## config.mk

```make
export PLATFORM = sky130hd
export DESIGN_NAME = alu_arbiter
export DESIGN_NICKNAME = d
export VERILOG_FILES = /design/src/rtl/alu_arbiter.sv
export SDC_FILE = /design/constraint.sdc
export NUM_CORES = 1
export LEC_CHECK = 0
export CAP_MARGIN = 20
export CELL_PAD_IN_SITES_DETAIL_PLACEMENT = 1
export CELL_PAD_IN_SITES_GLOBAL_PLACEMENT = 1
export CORE_MARGIN = 1
export CORE_UTILIZATION = 27
export CTS_CLUSTER_DIAMETER = 50
export DETAILED_ROUTE_END_ITERATION = 10
export HOLD_SLACK_MARGIN = 0.1
export PLACE_DENSITY_LB_ADDON = 0.3
export SYNTH_ARGS = -nofsm -noshare
export SYNTH_HDL_FRONTEND = slang
export SYNTH_SLANG_ARGS = --single-unit
```

## constraint.sdc

```tcl
create_clock -name CLK -period 1.6 [get_ports CLK]
set_input_delay 0.16 -clock CLK [delete_from_list [all_inputs] [get_ports CLK]]
set_output_delay 0.16 -clock CLK [all_outputs]
set_load 0.05 [all_outputs]
```

## src/rtl/alu_arbiter.sv

```systemverilog
// alu_arbiter: round-robin arbiter sharing one ALU between two requesters, with registered
// operands, a programmable ALU wait and a held response. Define ALU_ARB_STATS_EN for grant/conflict counters.
module alu_arbiter #(
  parameter int ALU_LATENCY = 1,
  parameter int DATA_W      = 32
) (
`ifdef ALU_ARB_STATS_EN
  output logic [15:0]       grant_cnt0,
  output logic [15:0]       grant_cnt1,
  output logic [15:0]       conflict_cnt,
`endif
  input  logic              CLK,
  input  logic              RST,
  input  logic              req0_valid,
  output logic              req0_ready,
  input  logic [3:0]        req0_aluop,
  input  logic [DATA_W-1:0] req0_a,
  input  logic [DATA_W-1:0] req0_b,
  input  logic              req1_valid,
  output logic              req1_ready,
  input  logic [3:0]        req1_aluop,
  input  logic [DATA_W-1:0] req1_a,
  input  logic [DATA_W-1:0] req1_b,
  output logic              rsp_valid,
  input  logic              rsp_ready,
  output logic              rsp_id,
  output logic [DATA_W-1:0] rsp_result,
  output logic              rsp_negative,
  output logic              rsp_overflow,
  output logic              rsp_zero,
  output logic [DATA_W-1:0] alu_port_A,
  output logic [DATA_W-1:0] alu_port_B,
  output logic [3:0]        alu_aluop,
  input  logic [DATA_W-1:0] alu_output_port,
  input  logic              alu_negative,
  input  logic              alu_overflow,
  input  logic              alu_zero
);

  typedef enum logic [1:0] {IDLE, EXEC, RESP} state_t;

  localparam logic [3:0] LAT_LOAD = 4'(ALU_LATENCY - 1);

  state_t     state;
  logic       rr;
  logic [3:0] lat_cnt;
  logic       op_id;
  logic       grant_any;
  logic       grant_id;

  // NOTE: every always_comb output gets a default first so no latch is inferred.
  always_comb begin
    grant_any = 1'b0;
    grant_id  = rr;
    if (state == IDLE && !RST) begin
      if (rr ? req1_valid : req0_valid) begin
        grant_any = 1'b1;
        grant_id  = rr;
      end else if (rr ? req0_valid : req1_valid) begin
        grant_any = 1'b1;
        grant_id  = ~rr;
      end
    end
  end

  assign req0_ready = grant_any && !grant_id;
  assign req1_ready = grant_any &&  grant_id;

  // NOTE: state uses non-blocking assignments so every register samples pre-edge values.
  always_ff @(posedge CLK) begin
    if (RST) begin
      state        <= IDLE;
      rr           <= 1'b0;
      lat_cnt      <= '0;
      op_id        <= 1'b0;
      alu_port_A   <= '0;
      alu_port_B   <= '0;
      alu_aluop    <= '0;
      rsp_valid    <= 1'b0;
      rsp_id       <= 1'b0;
      rsp_result   <= '0;
      rsp_negative <= 1'b0;
      rsp_overflow <= 1'b0;
      rsp_zero     <= 1'b0;
    end else begin
      case (state)
        IDLE: begin
          // Operands are sampled only here; later request changes cannot reach the ALU.
          if (grant_any) begin
            op_id      <= grant_id;
            alu_aluop  <= grant_id ? req1_aluop : req0_aluop;
            alu_port_A <= grant_id ? req1_a     : req0_a;
            alu_port_B <= grant_id ? req1_b     : req0_b;
            lat_cnt    <= LAT_LOAD;
            state      <= EXEC;
          end
        end
        EXEC: begin
          if (lat_cnt == 4'd0) begin
            rsp_result   <= alu_output_port;
            rsp_negative <= alu_negative;
            rsp_overflow <= alu_overflow;
            rsp_zero     <= alu_zero;
            rsp_id       <= op_id;
            rsp_valid    <= 1'b1;
            state        <= RESP;
          end else begin
            lat_cnt <= lat_cnt - 4'd1;
          end
        end
        RESP: begin
          // The requester just served loses priority; data fields stay for inspection.
          if (rsp_ready) begin
            rsp_valid <= 1'b0;
            rr        <= ~rsp_id;
            state     <= IDLE;
          end
        end
        default: state <= IDLE;
      endcase
    end
  end

`ifdef ALU_ARB_STATS_EN
  always_ff @(posedge CLK) begin
    if (RST) begin
      grant_cnt0   <= '0;
      grant_cnt1   <= '0;
      conflict_cnt <= '0;
    end else begin
      if (req0_ready && grant_cnt0 != 16'hFFFF) grant_cnt0 <= grant_cnt0 + 16'd1;
      if (req1_ready && grant_cnt1 != 16'hFFFF) grant_cnt1 <= grant_cnt1 + 16'd1;
      if (state == IDLE && req0_valid && req1_valid && conflict_cnt != 16'hFFFF)
        conflict_cnt <= conflict_cnt + 16'd1;
    end
  end
`endif

endmodule

```

==> results of run 1 <==
## layout make-up
class / count / area, sq um
clock inverters: 12 / 68.8
multi-input cells: 354 / 3390
fillers: 2403 / 11800
inverters: 72 / 270
well taps: 280 / 350
repair buffers: 333 / 3260
flip-flops and latches: 113 / 2270
clock buffers: 20 / 437
## worst max-delay path, stage by stage, from the launching register on
cell and delay (ns):
dfxtp_1 0.31, or3b_4 0.42, buf_12 0.17, a211oi_4 0.20, buf_12 0.17
## flip-flops by register name, indices dropped and copies added, names as in the netlist
name / flops
rsp_negative: 1
alu_aluop: 4
alu_port_B: 32
rr: 1
rsp_id: 1
alu_port_A: 32
lat_cnt: 4
rsp_result: 32
rsp_overflow: 1
rsp_zero: 1
state: 2
rsp_valid: 1
op_id: 1
## what timing repair did
| item | 4_1_cts | 5_1_grt |
|---|---|---|
| gates resized for setup | 2 | 44 |
| setup buffers | 3 | 5 |
| cloned | 1 | 4 |
| endpoints found under the setup margin | 4 | 109 |
| pin swaps | 3 | 5 |
## power by group through the flow
| stage | clock network, uW | registers [uW] | logic [uW] |
|---|---|---|---|
| after floorplan | 0 | 4410 | 1080 |
| after global placement | 0 | 3360 | 3460 |
| after detailed placement | 0 | 3370 | 3480 |
| after CTS | 3460 | 3320 | 3540 |
| after global routing | 3590 | 3350 | 3890 |
| final | 3360 | 3320 | 3690 |
## how the worst min path moves through the flow
stage | start | endpoint | slack [ns] | cells after the start
detailed placement | rsp_result[17] | rsp_result[17] | 0.45 | 2
floorplan | req1_a[11] | alu_port_A[11] | 0.30 | 2
finish | RST | alu_port_B[14] | 0.19 | 3
global placement | rsp_result[25] | rsp_result[25] | 0.44 | 2
global route | RST | alu_port_A[6] | 0.19 | 3
CTS | RST | alu_port_A[6] | 0.16 | 3
## synthesized netlist by cell type
| library cell | n | share of area, % |
|---|---|---|
| a31o_2 | 1 | 0.15 |
| nor2_4 | 1 | 0.19 |
| nor3_1 | 1 | 0.083 |
| mux2i_1 | 36 | 6.0 |
| nor4_1 | 2 | 0.21 |
| or3_1 | 1 | 0.10 |
| or3b_2 | 1 | 0.15 |
| buf_6 | 14 | 2.6 |
| clkbuf_2 | 1 | 0.083 |
| buf_2 | 30 | 2.5 |
| buf_4 | 1 | 0.12 |
| a221oi_1 | 2 | 0.29 |
| buf_1 | 5 | 0.31 |
| a2111oi_1 | 64 | 11 |
| o41ai_1 | 1 | 0.15 |
| o21ai_0 | 2 | 0.17 |
| clkbuf_1 | 22 | 1.4 |
| nand2b_1 | 4 | 0.41 |
| inv_2 | 1 | 0.062 |
| a2111oi_2 | 64 | 16 |
| and3b_1 | 1 | 0.15 |
| a211oi_1 | 2 | 0.25 |
| nor2_1 | 6 | 0.37 |
| inv_1 | 71 | 4.4 |
| nand3_1 | 1 | 0.083 |
| a2111oi_4 | 8 | 3.6 |
| nand4b_1 | 2 | 0.29 |
| ha_1 | 2 | 0.41 |
| or2_2 | 1 | 0.10 |
| nand2_1 | 74 | 4.6 |
| or3b_1 | 1 | 0.15 |
| o211a_4 | 1 | 0.29 |
| nor2b_1 | 1 | 0.10 |
| nor3b_1 | 1 | 0.12 |
| a41o_1 | 1 | 0.17 |
| dfxtp_1 | 113 | 37 |
| a21oi_1 | 72 | 6.0 |
## per-layer routing
layer,track usage (%),vias up,share of wire (%)
li1,-,2845,-
met1,22.2,2899,42
met2,32.5,192,49
met3,6.92,22,7.9
met4,5.25,0,1.4
met5,0,-,0
## cell families after synthesis
| family | after synthesis | share of synthesized area, % |
|---|---|---|
| AOI/OAI and AO/OA | 218 | 37.6 |
| adders and majority gates | 2 | 0.414 |
| buffers and inverters | 145 | 11.5 |
| DFF | 113 | 37.5 |
| muxes | 36 | 5.97 |
| and+or+nand+nor | 98 | 7.11 |
## metrics by stage
stage          hold WS [ns]  TNS [ns]  utilization [%]  setup slack, ns  total power [uW]
6_report              0.194     -2.83             45.9           -0.243             10400
5_1_grt               0.190     -7.50             45.9           -0.297             10800
4_1_cts               0.158     -2.03             44.0           -0.268             10300
3_5_place_dp          0.451    -15.73             41.4           -0.269              6850
3_3_place_gp          0.442    -13.53             41.4           -0.228              6820
2_1_floorplan         0.301   -0.0332                -          -0.0332              5490
## layout by cell type, fill, tap and decap left out, types with 3 or more instances in the layout
master,count
a2111oi_1,53
a2111oi_2,60
a2111oi_4,23
a21oi_1,72
buf_12,18
buf_4,132
buf_6,6
clkbuf_1,3
clkbuf_16,19
clkdlybuf4s50_1,173
clkinv_2,8
clkinvlp_4,3
dfxtp_1,109
dfxtp_2,3
inv_1,69
inv_2,3
mux2i_1,36
nand2_1,74
nand2b_1,3
nor2_1,5
==> flow_summary.yaml, run 1 <==
critical_path:
  worstRegToRegCells: 5
  r2r_end: "alu_port_A[1]"
  start_kind: "flip-flop"
  worstPathArrival_ns: 1.68
  reg2reg_setup_slack_ns: -0.15
  crit_required_ns: 1.44
  worst-path-max-fanout: 12
  r2r-start: "state[1]"
  end_kind: "primary output"
  startpoint: "state[1]"
  path_class: "flip-flop to primary output"
  crit_end: "req0_ready"
synthesis:
  yosysWarnings: 0
  synth_seq_cells: 113
  syn_inst: 612
  ys_seq_area_share_pct: 37.5
  syn_area_per_cell_sq_um: 9.87
  yosysUniqueCellTypes: 37
  synth_area_sq_um: 6040
  synth_nets: 790
floorplan:
  io_pins: 283
  die_w_um: 152
  coreArea_sq_um: 21900
  die-area_sq_um: 23000
  initial_utilization_pct: 27.6
  placementRows: 54
  die_h_um: 152
status:
  status: "complete, but fails checks"
  violations: "setup timing"
timing:
  min_period_ns: 1.84
  finalClockSkew_ns: 0.00633
  setup_slack_ns: -0.243
  hold_viol_final: 0
  drv_slew: 0
  setup_viol: 55
  fmax_ghz: 0.543
  finalCritPeriodShare_pct: 115
  tightest_slew_ns: 0.492
  rsz0062_at_grt: "yes"
  slew_headroom_pct: 67.2
power_and_ir_drop:
  clockPowerShare_pct: 32.4
  p_leak_uw: 0.00379
  p_int_uw: 6530
  switchingPower_uw: 3820
  pwr-share-comb_pct: 35.6
  pwr-share-seq_pct: 32.0
  ir_drop_uv: 595
  powerDensity_nw_per_um2: 1030
  swShare_pct: 36.9
cells_and_area:
  drive_gt1_share_pct: 32.2
  area_growth_syn_to_layout_pct: 66.4
  fin_cells: 1184
  design_area_sq_um: 10000
  diodes: 0
  final_nets: 1069
clock_tree:
  clk_pin_slew_ns: 0.05
  cts_tree: "done"
  ctsHoldBuffers: 0
  cts.sinks: 113
  htree_levels: 4
  cts_buffer_depth: 2
  cts-root-buf: "clkbuf_16"
  clock_latency_ns: 0.41
  cts_buffers: 17
place:
  place_congestion: 0.761
  placed_cell_area_sq_um: 9060
  dp.cells: 1139
  portBuffers: 282
  dpl.hpwl_um: 15500
drt:
  drt-total-wl_um: 22900
  ant_nets: 0
  drc_errors: 0
  dr.first_iter.drc_count: 174
  num_vias: 5958
  wl_per_cell_um: 19.3
  viasPerCell: 5.03
  first_pass_iters: 4
global_route:
  grt_max_degree: 67
  grt_pass1_wl_um: 33600
  grt_use_total_pct: 19.0
  overflow: 0
  grt_pass1_vias: 6143
  grt_antenna_before_repair: 0
min_path:
  hold_class: "primary input to flip-flop"
run:
  maxCapViolations: 0
Power figures use the tool's default switching activity.
==> run 2: changes to the inputs <==
==> constraint.sdc (replaced) <==
create_clock -name CLK -period 1.6 [get_ports CLK]
set_input_delay 0.24 -clock CLK [delete_from_list [all_inputs] [get_ports CLK]]
set_output_delay 0.24 -clock CLK [all_outputs]
set_load 0.05 [all_outputs]
==> run 2 against run 1 <==
  * The flow still finishes with violations (setup timing)
  * Non-clock buffer count fell by 9
  * Clock power rose by 16%
  * Global-route usage fell by 0.24 points
  * Final area rose by 0.65%
  * Wire length fell by 1.8%
  * Sequential share of layout area fell by 0.13 points
  * Critical endpoint unchanged
==> flow_summary.yaml, run 2 (synthesized netlist as in run 1, its figures left out) <==
status:
  status: "complete, but fails checks"
  violations: "setup timing"
drt:
  first_pass_iters: 4
  drt-total-wl_um: 22500
  wl_per_cell_um: 19.1
  ant_nets: 0
  dr.first_iter.drc_count: 164
  drc_errors: 0
  num_vias: 5868
  viasPerCell: 4.99
cells_and_area:
  area_growth_syn_to_layout_pct: 67.5
  fin_util_pct: 46.2
  layout_commonest_cell: "clkdlybuf4s50_1"
  final_nets: 1060
  drive_gt1_share_pct: 31.2
  multiInputGateArea_sq_um: 3420
  seqCellArea_sq_um: 2270
  diodes: 0
  top_regs: "alu_port_A x32, alu_port_B x32, rsp_result x32"
  fillCellCount: 2438
  fin_cells: 1175
  final_cell_mix: "clkdlybuf4s50_1 (173), buf_4 (123), dfxtp_1 (108), nand2_1 (74), a21oi_1 (72)"
timing:
  setup_slack_ns: -0.207
  min_period_ns: 1.81
  slew_headroom_pct: 60.6
  finalClockSkew_ns: 0.0100
  drv_slew: 0
  setup_viol: 52
  finalCritPeriodShare_pct: 113
  rsz0062_at_grt: "yes"
  tightest_slew_ns: 0.591
  hold_viol_final: 0
  holdWs_ns: 0.361
  fmax_ghz: 0.553
clock_tree:
  clock_latency_ns: 0.41
  cts_tree: "done"
  ctsHoldBuffers: 0
  clk_pin_slew_ns: 0.05
  cts_buffers: 17
  cts-root-buf: "clkbuf_16"
  cts.sinks: 113
  cts_buffer_depth: 2
  htree_levels: 4
power_and_ir_drop:
  powerDensity_nw_per_um2: 1080
  ir_drop_uv: 664
  p_leak_uw: 0.00379
global_route:
  grt_pass1_wl_um: 33200
  grt_antenna_before_repair: 0
  grt_max_degree: 79
  grt_use_total_pct: 18.8
  grt_pass1_vias: 5973
  overflow: 0
critical_path:
  path_class: "flip-flop to primary output"
  end_kind: "primary output"
  start_kind: "flip-flop"
  crit_required_ns: 1.36
  worstRegToRegCells: 5
  worstPathArrival_ns: 1.57
  worst-path-max-fanout: 2
place:
  dp.cells: 1132
  portBuffers: 282
  dpl.hpwl_um: 14800
  place_congestion: 0.739
floorplan:
  initial_utilization_pct: 27.6
  placementRows: 54
  die-area_sq_um: 23000
  coreArea_sq_um: 21900
  die_w_um: 152
  io_pins: 283
  die_h_um: 152
run:
  maxCapViolations: 0
min_path:
  hold_class: "primary input to flip-flop"
  hold_depth: 3
## run 2: changes by cell type in the layout (fill, tap and decap cells not counted), moves of 2 or more
cell,delta
clkinv_2,-4
clkbuf_8,+3
a2111oi_4,+4
buf_4,-9
a2111oi_1,+6
a2111oi_2,-10
bufinv_16,+2
## run 2: per-layer routing
| metal | vias up | wire length, um | track usage [%] |
|---|---|---|---|
| met1 | 2819 | 9530 | 22.7 |
| met3 | 15 | 1630 | 5.18 |
| li1 | 2841 | - | - |
| met4 | 0 | 196 | 4.80 |
| met5 | - | 0 | 0 |
| met2 | 193 | 11100 | 32.6 |
## run 2: repair_timing
action / in CTS / in global routing
setup buffers: 6 / 1
resized for setup: 12 / 30
cloned: 3 / 1
setup endpoints to repair: 7 / 82
pin swaps: 7 / 5
## run 2: power breakdown
group          internal, uW  switching [uW]
logic                  1450            2230
clock network          2500            1390
registers              3140             176
## run 2: final timing paths
| kind | startpoint | end | slack [ns] |
|---|---|---|---|
| min reg2reg | op_id | op_id | 0.46 |
| max reg2reg | state[1] | alu_port_A[19] | -0.13 |
| max | state[1] | req0_ready | -0.21 |
| min | RST | state[0] | 0.36 |
## run 2: metrics by stage
stage / power, uW / worst slack, ns / cell area, sq um / setup TNS (ns)
after floorplan: 5490 / -0.113 / 6070 / -0.113
after global placement: 6790 / -0.319 / 9000 / -21.15
after detailed placement: 6820 / -0.361 / 9000 / -22.32
after CTS: 10900 / -0.315 / 9810 / -3.84
after global routing: 11300 / -0.285 / 10100 / -7.48
final: 10900 / -0.207 / 10100 / -2.81
## run 2: cell type report
type	count	share of cell area, %
timing repair buffer	324	31.6
multi-input combinational	354	33.8
clock buffer	23	4.94
inverter	72	2.67
sequential	113	22.5
tap	280	3.46
clock inverter	9	1.01
## run 2: worst max-delay path, stage by stage (launching register included)
cell	delay, ns
dfxtp_2	0.32
or3b_4	0.41
a211oi_4	0.25
buf_12	0.18
==> run 3: changes to the inputs <==
- CTS_CLUSTER_SIZE: unset -> 16
==> results of run 3 <==
The final DEF is identical to that of run 2; final timing and power are the same.
